--- config.mk ---
export PLATFORM = sky130hd
export DESIGN_NAME = lp_printer_sink
export DESIGN_NICKNAME = d
export VERILOG_FILES = /design/src/rtl/lp_sink_pkg.sv /design/src/rtl/lp_sink_fifo.sv /design/src/rtl/lp_printer_sink.sv
export SDC_FILE = /design/constraint.sdc
export NUM_CORES = 1
export LEC_CHECK = 0
export ABC_CLOCK_PERIOD_IN_PS = 6200
export BUFFER_PORTS_ARGS = -buffer_cell sky130_fd_sc_hd__buf_2
export CAP_MARGIN = 20
export CORE_MARGIN = 2
export CORE_UTILIZATION = 48
export DETAILED_ROUTE_END_ITERATION = 10
export GPL_TIMING_DRIVEN = 0
export PLACE_DENSITY_LB_ADDON = 0.25
export SYNTH_ARGS = -nofsm -noshare
export SYNTH_HDL_FRONTEND = slang
export SYNTH_SLANG_ARGS = --single-unit
--- constraint.sdc ---
create_clock -name clk -period 6.2 [get_ports clk]
set_clock_uncertainty 0.1 [all_clocks]
set_input_delay 0.62 -clock clk [delete_from_list [all_inputs] [get_ports clk]]
set_output_delay 0.62 -clock clk [all_outputs]
set_load 0.02 [all_outputs]
--- src/rtl/lp_sink_pkg.sv ---
// Shared definitions for the parallel-port printer sink: FSM state
// encoding, counter width and default parameter values.
package lp_sink_pkg;

  // Handshake FSM states
  typedef enum logic [2:0] {
    IDLE    = 3'd0,
    STALL   = 3'd1,
    CAPTURE = 3'd2,
    HOLD    = 3'd3,
    ACK     = 3'd4
  } state_t;

  // Width of the shared HOLD/ACK cycle counter
  localparam int CNT_W = 16;

  // Default parameter values
  localparam int DEF_FIFO_DEPTH  = 16;
  localparam int DEF_HOLD_CYCLES = 32;
  localparam int DEF_ACK_CYCLES  = 8;

endpackage

--- src/rtl/lp_sink_fifo.sv ---
// Show-ahead byte FIFO for the printer sink. Pointers carry one extra
// bit so that full (occupancy == DEPTH) and empty are distinguishable.
// rd_data reads as zero while the FIFO is empty.
module lp_sink_fifo
  import lp_sink_pkg::*;
#(
  parameter int DEPTH  = DEF_FIFO_DEPTH,
  parameter int DATA_W = 8
) (
  input  logic              clk,
  input  logic              reset,
  input  logic              push,
  input  logic [DATA_W-1:0] wr_data,
  input  logic              pop,
  output logic [DATA_W-1:0] rd_data,
  output logic              rd_valid,
  output logic              full
);

  localparam int AW = $clog2(DEPTH);

  logic [DATA_W-1:0] mem [DEPTH];
  logic [AW:0]       wr_ptr;
  logic [AW:0]       rd_ptr;
  logic              empty;
  logic              do_push;
  logic              do_pop;

  assign empty    = (wr_ptr == rd_ptr);
  assign full     = (wr_ptr[AW] != rd_ptr[AW]) && (wr_ptr[AW-1:0] == rd_ptr[AW-1:0]);
  assign do_push  = push && !full;
  assign do_pop   = pop && !empty;
  assign rd_valid = !empty;
  assign rd_data  = empty ? '0 : mem[rd_ptr[AW-1:0]];

  // Pointer update; both may advance in the same cycle, leaving occupancy unchanged
  always_ff @(posedge clk) begin
    if (reset) begin
      wr_ptr <= '0;
      rd_ptr <= '0;
    end else begin
      if (do_push) wr_ptr <= wr_ptr + 1'b1;
      if (do_pop)  rd_ptr <= rd_ptr + 1'b1;
    end
  end

  // Storage write; contents are not reset, pointers define validity
  always_ff @(posedge clk) begin
    if (do_push) mem[wr_ptr[AW-1:0]] <= wr_data;
  end

endmodule

--- src/rtl/lp_printer_sink.sv ---
// Centronics-style printer sink. Detects the host strobe, captures the
// byte into a FIFO, holds busy for HOLD_CYCLES clocks (counted from the
// capture cycle) and then issues an ACK_CYCLES-wide active-low ACK.
// HOLD_CYCLES must be at least 2 and ACK_CYCLES at least 1.
// Optional feature: define LP_SINK_PAPER_ERROR_EN to report paper-out on
// lp_error_n / lp_det and refuse strobes while out of paper.
module lp_printer_sink
  import lp_sink_pkg::*;
#(
  parameter int FIFO_DEPTH  = DEF_FIFO_DEPTH,
  parameter int HOLD_CYCLES = DEF_HOLD_CYCLES,
  parameter int ACK_CYCLES  = DEF_ACK_CYCLES
) (
  input  logic       clk,
  input  logic       reset,
  input  logic [7:0] lp_data,
  input  logic       lp_strobe_n,
  output logic       lp_ack_n,
  output logic       lp_busy,
  output logic       lp_error_n,
  output logic [1:0] lp_det,
  input  logic       online,
  input  logic       paper_out,
  input  logic       rd_en,
  output logic [7:0] rd_data,
  output logic       rd_valid,
  output logic       overrun
);

  state_t           state;
  state_t           state_nxt;
  logic [CNT_W-1:0] cnt;
  logic [CNT_W-1:0] cnt_nxt;
  logic             strobe_n_p1;
  logic [7:0]       data_p1;
  logic             strobe_seen;
  logic             paper_block;
  logic             accept;
  logic             drop;
  logic             push;
  logic             fifo_full;

`ifdef LP_SINK_PAPER_ERROR_EN
  assign paper_block = paper_out;
  assign lp_error_n  = ~paper_out;
  assign lp_det      = {2{paper_out}};
`else
  assign paper_block = paper_out & 1'b0;
  assign lp_error_n  = 1'b1;
  assign lp_det      = 2'b00;
`endif

  // Falling edge of the strobe relative to its registered history
  assign strobe_seen = !lp_strobe_n && strobe_n_p1;
  assign accept      = strobe_seen && (state == IDLE) && online && !paper_block;
  assign drop        = strobe_seen && ((state != IDLE) || paper_block);

  // Strobe history register
  always_ff @(posedge clk) begin
    if (reset) strobe_n_p1 <= 1'b1;
    else       strobe_n_p1 <= lp_strobe_n;
  end

  // Byte latch, loaded only when the strobe is accepted
  always_ff @(posedge clk) begin
    if (accept) data_p1 <= lp_data;
  end

  // State, counter and sticky overrun flag
  always_ff @(posedge clk) begin
    if (reset) begin
      state   <= IDLE;
      cnt     <= '0;
      overrun <= 1'b0;
    end else begin
      state <= state_nxt;
      cnt   <= cnt_nxt;
      if (drop) overrun <= 1'b1;
    end
  end

  // Next-state and handshake outputs
  always_comb begin
    state_nxt = state;
    cnt_nxt   = cnt;
    push      = 1'b0;
    lp_busy   = 1'b1;
    lp_ack_n  = 1'b1;
    case (state)
      IDLE: begin
        lp_busy = 1'b0;
        if (accept) state_nxt = fifo_full ? STALL : CAPTURE;
      end
      STALL: begin
        if (!fifo_full) state_nxt = CAPTURE;
      end
      CAPTURE: begin
        push      = 1'b1;
        cnt_nxt   = '0;
        state_nxt = HOLD;
      end
      HOLD: begin
        // CAPTURE counts as the first busy cycle of the hold period
        if (cnt == CNT_W'(HOLD_CYCLES - 2)) begin
          cnt_nxt   = '0;
          state_nxt = ACK;
        end else begin
          cnt_nxt = cnt + 1'b1;
        end
      end
      ACK: begin
        lp_ack_n = 1'b0;
        if (cnt == CNT_W'(ACK_CYCLES - 1)) begin
          cnt_nxt   = '0;
          state_nxt = IDLE;
        end else begin
          cnt_nxt = cnt + 1'b1;
        end
      end
      default: begin
        state_nxt = IDLE;
        cnt_nxt   = '0;
      end
    endcase
  end

  lp_sink_fifo #(
    .DEPTH  (FIFO_DEPTH),
    .DATA_W (8)
  ) u_fifo (
    .clk      (clk),
    .reset    (reset),
    .push     (push),
    .wr_data  (data_p1),
    .pop      (rd_en),
    .rd_data  (rd_data),
    .rd_valid (rd_valid),
    .full     (fifo_full)
  );

endmodule

==> metrics <==
I/O Buffers 24; Num Clock Sinks around 170; post-synthesis cell type with the largest combined area edfxtp_1; Worst Setup End Kind primary output; CP Class reg2out; proportion of layout cells with a drive suffix above 1 22.4%; I/O pin cnt 29; Worst VDD drop ~180 uV; Area growth syn-to-layout 14.0%; CTS tree done; GRT Total Usage a little under a fifth; Max Transition Viols Final 0; Starting Density 49.3%; hold crit path type in2reg; die area 15900 um^2; unique cell type count in the Yosys netlist between 40 and 50; Max Root-Sink Buffers 2; Final Hold Slack about 270 ps; Chip Height 126 um; Finished Layout Cells 685; top post-synthesis cells by count 136 x edfxtp_1, 35 x dfxtp_1, 28 x mux4_2; Clock transition at path regs 60 ps; Detailed Route Iter0 Violations 317; P_leak 0.00271 uW; Fin Setup TNS 0 ps; vias in the first global route ~4000; DRC 0; Final Setup Violations 0; Yosys top cell area share between 50% and 60%; Sw Pwr 605 uW; core area 14500 um^2; Syn. warnings 0; cell area power density 326 nW/um^2; outcome finished, final reports clean; clk_lat worst skew approximately 420 ps; Site Rows 44; Hold Buf Count CTS 0; drt first pass iters 7; Max Freq 308 MHz; Post-Syn Instances 442; WL final 14.1 mm; global-route wire length before repair about 22 mm; post-cts sizing count 0; Clk pwr share 42.5%; top-count cell post-synth edfxtp_1; share of power burned in registers 47.6%; largest net degree at the start of global routing 17; dpl hpwl 9.46 mm; WP data required approximately 5500 ps; CP arrival 2520 ps; slew margin rel. 38.3%; Synth Flop Type edfxtp_1; RSZ-0062 raised after global routing false; remaining global-route overflow 0; sw frac 22.7%; crit path max fanout 10; DP Cell Count about 650; total power around 2700 uW; Post-Route Utilization 56.2%; Layout Nets a little over 500; Worst-Margin Slew roughly 920 ps; H-tree Lvls 4; Num CTS Buffers 17; DR WL/cell 20.6 um; CTS Root Cell clkbuf_16; max_cap viols 0; Mean Syn Cell Area 16.2 um^2; Hold Vio Cnt, Final 0; min cycle time layout 3240 ps; Post-Syn Area 7170 um^2; Power Internal slightly above 2000 uW; Antenna Nets Post-Route 0; Seq/Total Area, Yosys between 60% and 70%; Fill cells 1156; Post-CTS Setup Inserts 0; Comb power frac about 10%; asr flop ratio synth 0%; Die Wd 126 um; period utilization between 50 and 60%; Post-synth EDFFs around 140; Avg Vias per Cell a little under 6; register bit total from synthesis approximately 170; via count 3987; startpoint types flip-flop; top cells by area, synth edfxtp_1 57%, dfxtp_1 9.8%, mux4_2 8.8%; RePlAce Congestion 0.758; initial antenna violation count 0; number of diodes 0
-- stage by stage --
step                cell area, um^2  setup WS (ps)
floorplan                      7170           3730
global placement               7520           3380
detailed placement             7530           3390
CTS                            8170           2930
global route                   8170           2850
finish                         8170           2960
-- metal layers --
metal,vias up,part of all wire (%),GRT usage [%]
li1,1843,-,-
met5,-,0,0
met4,0,1.4,7.18
met3,17,5.6,4.25
met1,2002,42,24.7
met2,125,51,31.3
-- sequential cells by signal (all words and copies together) (netlist names), named ones only --
signal	flops
u_fifo.mem	128
overrun	1
u_fifo.rd_ptr	5
u_fifo.wr_ptr	5
state	3
cnt	16
data_p1	8
strobe_n_p1	1
-- worst max-delay path, stage by stage, from the launching register on --
cell     delay, ps
dfxtp_1        330
buf_6          140
buf_8          170
mux4_1         630
mux4_2         490
nor2b_1        140
buf_2          190
-- path summary, 6_finish.rpt --
check | cells after the start | slack (ps) | to | start
max | 6 | 2960 | rd_data[4] | flip-flop
min | 1 | 270 | data_p1[5] | lp_data[5]
max reg2reg | 7 | 3550 | u_fifo.mem[8][1] | u_fifo.wr_ptr[2]
min reg2reg | 2 | 390 | overrun | overrun
-- cell usage in the layout (no fill, tap or decap), types with 3 or more instances in the layout --
master     synthesis  routed
buf_4              5       7
nand3b_1           3       3
xor2_1             4       4
nand2_1           19      19
a21oi_1           10      10
nor3_1             5       5
clkbuf_2           3       3
or3_1             10      10
conb_1             2       3
ha_1               8       8
nand3_1           14      14
and3_1            14      14
clkbuf_1           7       8
bufinv_16          0       4
mux4_2            28      28
dfxtp_1           35      35
nor2b_1           12      12
xnor2_1           10      10
or4_1              3       3
nand4_1           11      11
buf_6              3       3
and4_1             4       4
clkbuf_16          0      17
edfxtp_1         136     136
a31oi_1           13      13
nor2_1            27      27
buf_2              9      33
inv_6              0       7
inv_1              5       5
mux2i_1            3       3
mux4_1            12      12
-- power groups by stage --
| stage | registers (uW) | logic, uW | clock network (uW) |
|---|---|---|---|
| 6_report | 1270 | 265 | 1130 |
| 5_1_grt | 1270 | 287 | 1200 |
| 4_1_cts | 1270 | 270 | 1150 |
| 3_5_place_dp | 1290 | 269 | 0 |
| 3_3_place_gp | 1290 | 265 | 0 |
| 2_1_floorplan | 1290 | 198 | 0 |
-- area by class of cell --
cell class                      count  area (um^2)  share of cell area, %
Buffer                             29          193                   2.36
Inverter                            5         18.8                  0.230
Clock inverter                     14          205                   2.51
Timing Repair Buffer               26          135                   1.65
Sequential cell                   171         4780                   58.6
Tap cell                          184          230                   2.82
Clock buffer                       18          429                   5.25
Multi-Input combinational cell    238         2170                   26.6
-- cell families after synthesis --
group | after synthesis | synth area share, %
xor gates and xnor gates | 14 | 1.71
muxes | 44 | 13.8
AOI/OAI and AO/OA | 38 | 3.37
buffers and inverters | 34 | 2.95
and+or+nand+nor | 131 | 9.92
DFF | 171 | 66.8
other | 2 | 0.105
adders and majority gates | 8 | 1.40
No activity file was read; power rests on OpenSTA's default activity.
